[src/rtl/lvdc_timing_sequencer.sv]
// rtl/lvdc_timing_sequencer.sv - LVDC phase/bit/word timing chain with run/halt/step arbitration
// Optional feature macro: LVDC_STEP_EN (single instruction-cycle step support).
module lvdc_timing_sequencer #(
  parameter int PHASES = 4,
  parameter int BITS   = 14,
  parameter int WORDS  = 3
) (
  input  logic       clk,
  input  logic       rst_n,
  input  logic       halt_req,
  input  logic       step_req,
  output logic [1:0] phase,
  output logic [3:0] bit_time,
  output logic [1:0] word_time,
  output logic [3:0] tp_strobe,
  output logic       word_start,
  output logic       cycle_end,
  output logic       halted,
  output logic       step_ack
);

  localparam logic [1:0] PH_MAX  = 2'(PHASES - 1);
  localparam logic [3:0] BIT_MAX = 4'(BITS - 1);
  localparam logic [1:0] WD_MAX  = 2'(WORDS - 1);

  typedef enum logic [1:0] {
    ST_HALTED = 2'd0,
    ST_RUN    = 2'd1,
    ST_STEP   = 2'd2
  } state_t;

  state_t state;
  logic   active;
  logic   ph_wrap;
  logic   bit_wrap;
  logic   wd_wrap;

  assign active   = (state != ST_HALTED);
  assign ph_wrap  = (phase == PH_MAX);
  assign bit_wrap = (bit_time == BIT_MAX);
  assign wd_wrap  = (word_time == WD_MAX);

  assign cycle_end  = active & ph_wrap & bit_wrap & wd_wrap;
  assign word_start = active & (phase == 2'd0) & (bit_time == 4'd0);
  assign halted     = (state == ST_HALTED);

  // One-hot phase strobes; lanes beyond the configured phase count stay low.
  always_comb begin
    tp_strobe = 4'b0000;
    for (int i = 0; i < 4; i++) begin
      tp_strobe[i] = active && (i < PHASES) && (phase == 2'(i));
    end
  end

  // Three-level counter chain; frozen while halted, which only happens at a full wrap.
  always_ff @(posedge clk or negedge rst_n) begin
    if (!rst_n) begin
      phase     <= 2'd0;
      bit_time  <= 4'd0;
      word_time <= 2'd0;
    end else if (active) begin
      phase <= ph_wrap ? 2'd0 : phase + 2'd1;
      if (ph_wrap) begin
        bit_time <= bit_wrap ? 4'd0 : bit_time + 4'd1;
        if (bit_wrap) begin
          word_time <= wd_wrap ? 2'd0 : word_time + 2'd1;
        end
      end
    end
  end

`ifdef LVDC_STEP_EN
  logic step_prev;
  logic step_edge;

  assign step_edge = step_req & ~step_prev;

  // Run/halt/step state machine; transitions out of RUN/STEP only on the cycle_end clock.
  always_ff @(posedge clk or negedge rst_n) begin
    if (!rst_n) begin
      state     <= ST_HALTED;
      step_prev <= 1'b0;
      step_ack  <= 1'b0;
    end else begin
      step_prev <= step_req;
      step_ack  <= (state == ST_STEP) && cycle_end;
      case (state)
        ST_HALTED: begin
          if (!halt_req) begin
            state <= ST_RUN;
          end else if (step_edge) begin
            state <= ST_STEP;
          end
        end
        ST_RUN: begin
          if (cycle_end && halt_req) begin
            state <= ST_HALTED;
          end
        end
        ST_STEP: begin
          if (cycle_end) begin
            state <= ST_HALTED;
          end
        end
        default: state <= ST_HALTED;
      endcase
    end
  end
`else
  // Without step support step_req has no effect and no step ever completes.
  assign step_ack = step_req & 1'b0;

  // Run/halt state machine; halting is only taken on the cycle_end clock.
  always_ff @(posedge clk or negedge rst_n) begin
    if (!rst_n) begin
      state <= ST_HALTED;
    end else begin
      case (state)
        ST_HALTED: begin
          if (!halt_req) begin
            state <= ST_RUN;
          end
        end
        ST_RUN: begin
          if (cycle_end && halt_req) begin
            state <= ST_HALTED;
          end
        end
        default: state <= ST_HALTED;
      endcase
    end
  end
`endif

endmodule

[config.mk]
export PLATFORM = sky130hd
export DESIGN_NAME = lvdc_timing_sequencer
export DESIGN_NICKNAME = d
export VERILOG_FILES = /design/src/rtl/lvdc_timing_sequencer.sv
export SDC_FILE = /design/constraint.sdc
export NUM_CORES = 1
export LEC_CHECK = 0
export ABC_AREA = 1
export CORE_MARGIN = 2
export CORE_UTILIZATION = 25
export CTS_CLUSTER_SIZE = 25
export DETAILED_ROUTE_END_ITERATION = 8
export PLACE_DENSITY = 0.49
export SLEW_MARGIN = 20
export SYNTH_ARGS = -nofsm -noshare
export SYNTH_HDL_FRONTEND = slang
export SYNTH_SLANG_ARGS = --single-unit
export TNS_END_PERCENT = 30
[constraint.sdc]
create_clock -name clk -period 2 [get_ports clk]
set_input_delay 0.5 -clock clk [delete_from_list [all_inputs] [get_ports clk]]
set_output_delay 0.5 -clock clk [all_outputs]
set_load 0.01 [all_outputs]
==> impl_metrics.toml, run 1 <==
[power_and_ir_drop]
p_int_uw = 262
finalPower_uw = 334
power.leakage_nw = 0.475
irDropWorstVdd_mv = 0.228
swShare_pct = 21.6
p_seq_share_pct = 54.4
power_density_mw_per_mm2 = 392
switching_power_uw = 72.1
p_comb_share_pct = 2.5
clkPwrFrac_pct = 43.1

[clock_network]
htreeDepth = 1
clk_latency_ns = 0.26
numCtsBuffers = 3
clock-sinks = 9
tritoncts = "done"
cts_buffer_depth = 2
cts.clk_slew.worst_paths_ns = 0.07
root_buffer = "clkbuf_4"

[placed_design]
hpwl_um = 876
placed_cells = 116
port_buffers = 17
gp_congestion = 0.710
place_ws_ns = 0.000614

[yosys]
synth-simple-area-share_pct = 29.0
synth_area_leader_cell = "dfrtp_1"
synth_compound_area_share_pct = 7.37
synth.avg_cell_area_um2 = 8.62
synth_mux_area_share_pct = 0
synth-xor-area-share_pct = 0
syn_nets = 71
synth-seq-cells = 9
mappedNetlistArea_um2 = 543
ys_types = 21
synth_edf_count = 0
synth_top_family_by_area = "simple AND/OR/NAND/NOR gates"
ys_seq_area_share_pct = 41.5
synth_fa_ha_area_share_pct = 9.22
ys.flop_type = "dfrtp_1"
synthTopCellsByArea = "dfrtp_1 (41%), ha_1 (9.2%), inv_1 (7.6%)"
ys_top_cells_by_count = "inv_1 (11), nand2_1 (11), dfrtp_1 (9)"
synthArstFlopShare_pct = 100
syn_inst = 63
yosysWarnings = 0
synth_top_area_share_pct = 41.5

[sta]
min_period_ns = 1.90
rsz0062_at_grt = "no"
setup_viol = 0
setup_tns_ns = 0
finClkSkew_ns = 0.0102
finalHoldViolations = 0
timing.fmax_ghz = 0.527
slew_violations = 0
worst_slack_ns = 0.103
period_share_pct = 94.9

[worst_setup_path]
reg2reg_slack_ns = 0.83
criticalPathCategory = "flip-flop to primary output"
endpoint = "tp_strobe[1]"
cp.required_ns = 1.50
path_buf_inv = 3
crit_chain = "buf_4, ha_1, nand2_1, inv_1, dlygate4sd2_1"
critical-path-slowest-cell = "dfrtp_2"
ff2ff_path_depth = 7
crit_start = "phase[0]"
worst-path-stages = 5
timing.rr.start = "phase[1]"
max_stage_delay_ns = 0.44
start_kind = "flip-flop"
arrival_ns = 1.40
end_kind = "primary output"
r2r_end = "bit_time[2]"
cp_top_family = "buffers and inverters"
critPathMaxFanout = 4

[drt]
drtAntennaViolNets = 0
num_vias = 485
drt-vias-per-instance = 4.01
first_iter_violations = 4
drc = 0
drt-wirelength-per-cell_um = 9.52
dr.pass1.iters = 4
wirelength_mm = 1.15

[final_layout]
multi_input_area_um2 = 269
final-seq-area_um2 = 228
area_growth_pct = 57.1
fin_nets = 103
drive_above_1_share_pct = 31.9
finalNonFillerCells = 121
n_fill_cell = 220
diodes = 0

[floorplanning]
die_area_mm2 = 0.00256
die_w_um = 50.6
initial_utilization_pct = 27.1
core_mm2 = 0.00200
die_y_um = 50.6
ios = 20
core.rowCount = 16

[grt]
grt_remaining_overflow = 0
grt_max_degree = 10
grt_pass1_vias = 472
track_usage_pct = 11.0
antenna_found_initial = 0
grt_pass1_wl_mm = 2.01

[run_status]
status = "complete, no violations"

[flow_run]
drv_cap = 0

[worst_hold_path]
hold_path_class = "flip-flop to flip-flop"
-- power groups by stage --
stage / clock network, mW / registers [mW] / logic (mW)
floorplan: 0 / 0.185 / 0.00226
global placement: 0 / 0.185 / 0.00858
detailed placement: 0 / 0.185 / 0.00874
CTS: 0.151 / 0.182 / 0.00891
global route: 0.160 / 0.182 / 0.00943
finish: 0.144 / 0.182 / 0.00838
-- worst register-to-register path: cells and delay by family, from the launching register on --
family	cells	cell delay [ns]
buffers and inverters	1	0.15
DFF	1	0.42
adders and majority gates	1	0.19
and+or+nand+nor	5	0.33
-- cell type report --
class                           instances  share of cell area, %
Inverter                               12                   5.57
Multi-Input combinational cell         40                   31.5
Timing Repair Buffer                   29                   29.2
Clock buffer                            4                   3.08
Sequential cell                         9                   26.7
Tap cell                               27                   3.96
-- logic make-up after synthesis --
logic type	Yosys count
simple gates	27
other cells	1
flops	9
compound gates	8
fa+ha+maj	4
buf+inv	14
-- worst min-delay path by stage --
stage / to / slack, ns / cells after the start / start
2_1_floorplan: bit_time[0] / 0.20 / 0 / rst_n
3_3_place_gp: word_time[1] / 0.53 / 2 / word_time[1]
3_5_place_dp: word_time[1] / 0.53 / 2 / word_time[1]
4_1_cts: word_time[1] / 0.55 / 2 / word_time[1]
5_1_grt: bit_time[3] / 0.58 / 1 / rst_n
6_report: word_time[1] / 0.54 / 2 / word_time[1]
-- timing repair --
item	4_1_cts	5_1_grt
setup buffers	0	1
endpoints found under the setup margin	7	4
hold buffers	0	0
resized for setup	12	4
-- layer usage --
layer	global-route usage (%)	vias to the layer above	wire length [um]
li1	-	256	-
met1	13.3	216	555
met2	16.7	11	541
met3	1.79	2	41
met4	9.46	0	14
met5	0	-	0
-- cells in the final DEF, fill, tap and decap left out --
cell type / Yosys / layout
buf_4: 1 / 12
nand2_1: 11 / 11
clkdlybuf4s50_1: 0 / 11
inv_1: 11 / 9
dfrtp_1: 9 / 7
dlygate4sd2_1: 0 / 5
nor2_1: 4 / 4
o21ai_0: 3 / 3
a21oi_1: 3 / 3
ha_1: 4 / 3
clkbuf_4: 0 / 3
inv_2: 0 / 2
nand2_2: 2 / 2
nand3_1: 2 / 2
o21ai_1: 2 / 2
dfrtp_2: 0 / 2
nand2_8: 1 / 1
inv_4: 1 / 1
nor2_2: 1 / 1
nor3_2: 0 / 1
nor2_8: 1 / 1
nand3_2: 1 / 1
nand4_1: 1 / 1
nor3_1: 2 / 1
or2_2: 1 / 1
ha_4: 0 / 1
conb_1: 1 / 1
clkbuf_1: 0 / 1
buf_2: 0 / 1
-- per-stage QoR --
stage | hold WS [ns] | util [%] | instance area, um2
4_1_cts | 0.552 | 41.9 | 840
3_3_place_gp | 0.526 | 40.5 | 811
2_1_floorplan | 0.204 | - | 543
5_1_grt | 0.578 | 42.6 | 853
3_5_place_dp | 0.534 | 40.5 | 811
6_report | 0.542 | 42.6 | 853
-- registers in the layout, indices dropped and copies added (netlist names) --
register and count:
bit_time 4, phase 2, state 1, word_time 2
Power figures use the tool's default switching activity.
==> inputs of run 2 (changes only) <==
--- a/config.mk
+++ b/config.mk
@@ -11,7 +11,6 @@
 export CTS_CLUSTER_SIZE = 25
 export DETAILED_ROUTE_END_ITERATION = 8
 export PLACE_DENSITY = 0.49
-export SLEW_MARGIN = 20
 export SYNTH_ARGS = -nofsm -noshare
 export SYNTH_HDL_FRONTEND = slang
 export SYNTH_SLANG_ARGS = --single-unit
==> results of run 2 <==
Same layout as run 1: the final DEF is identical, and so are final timing and power.
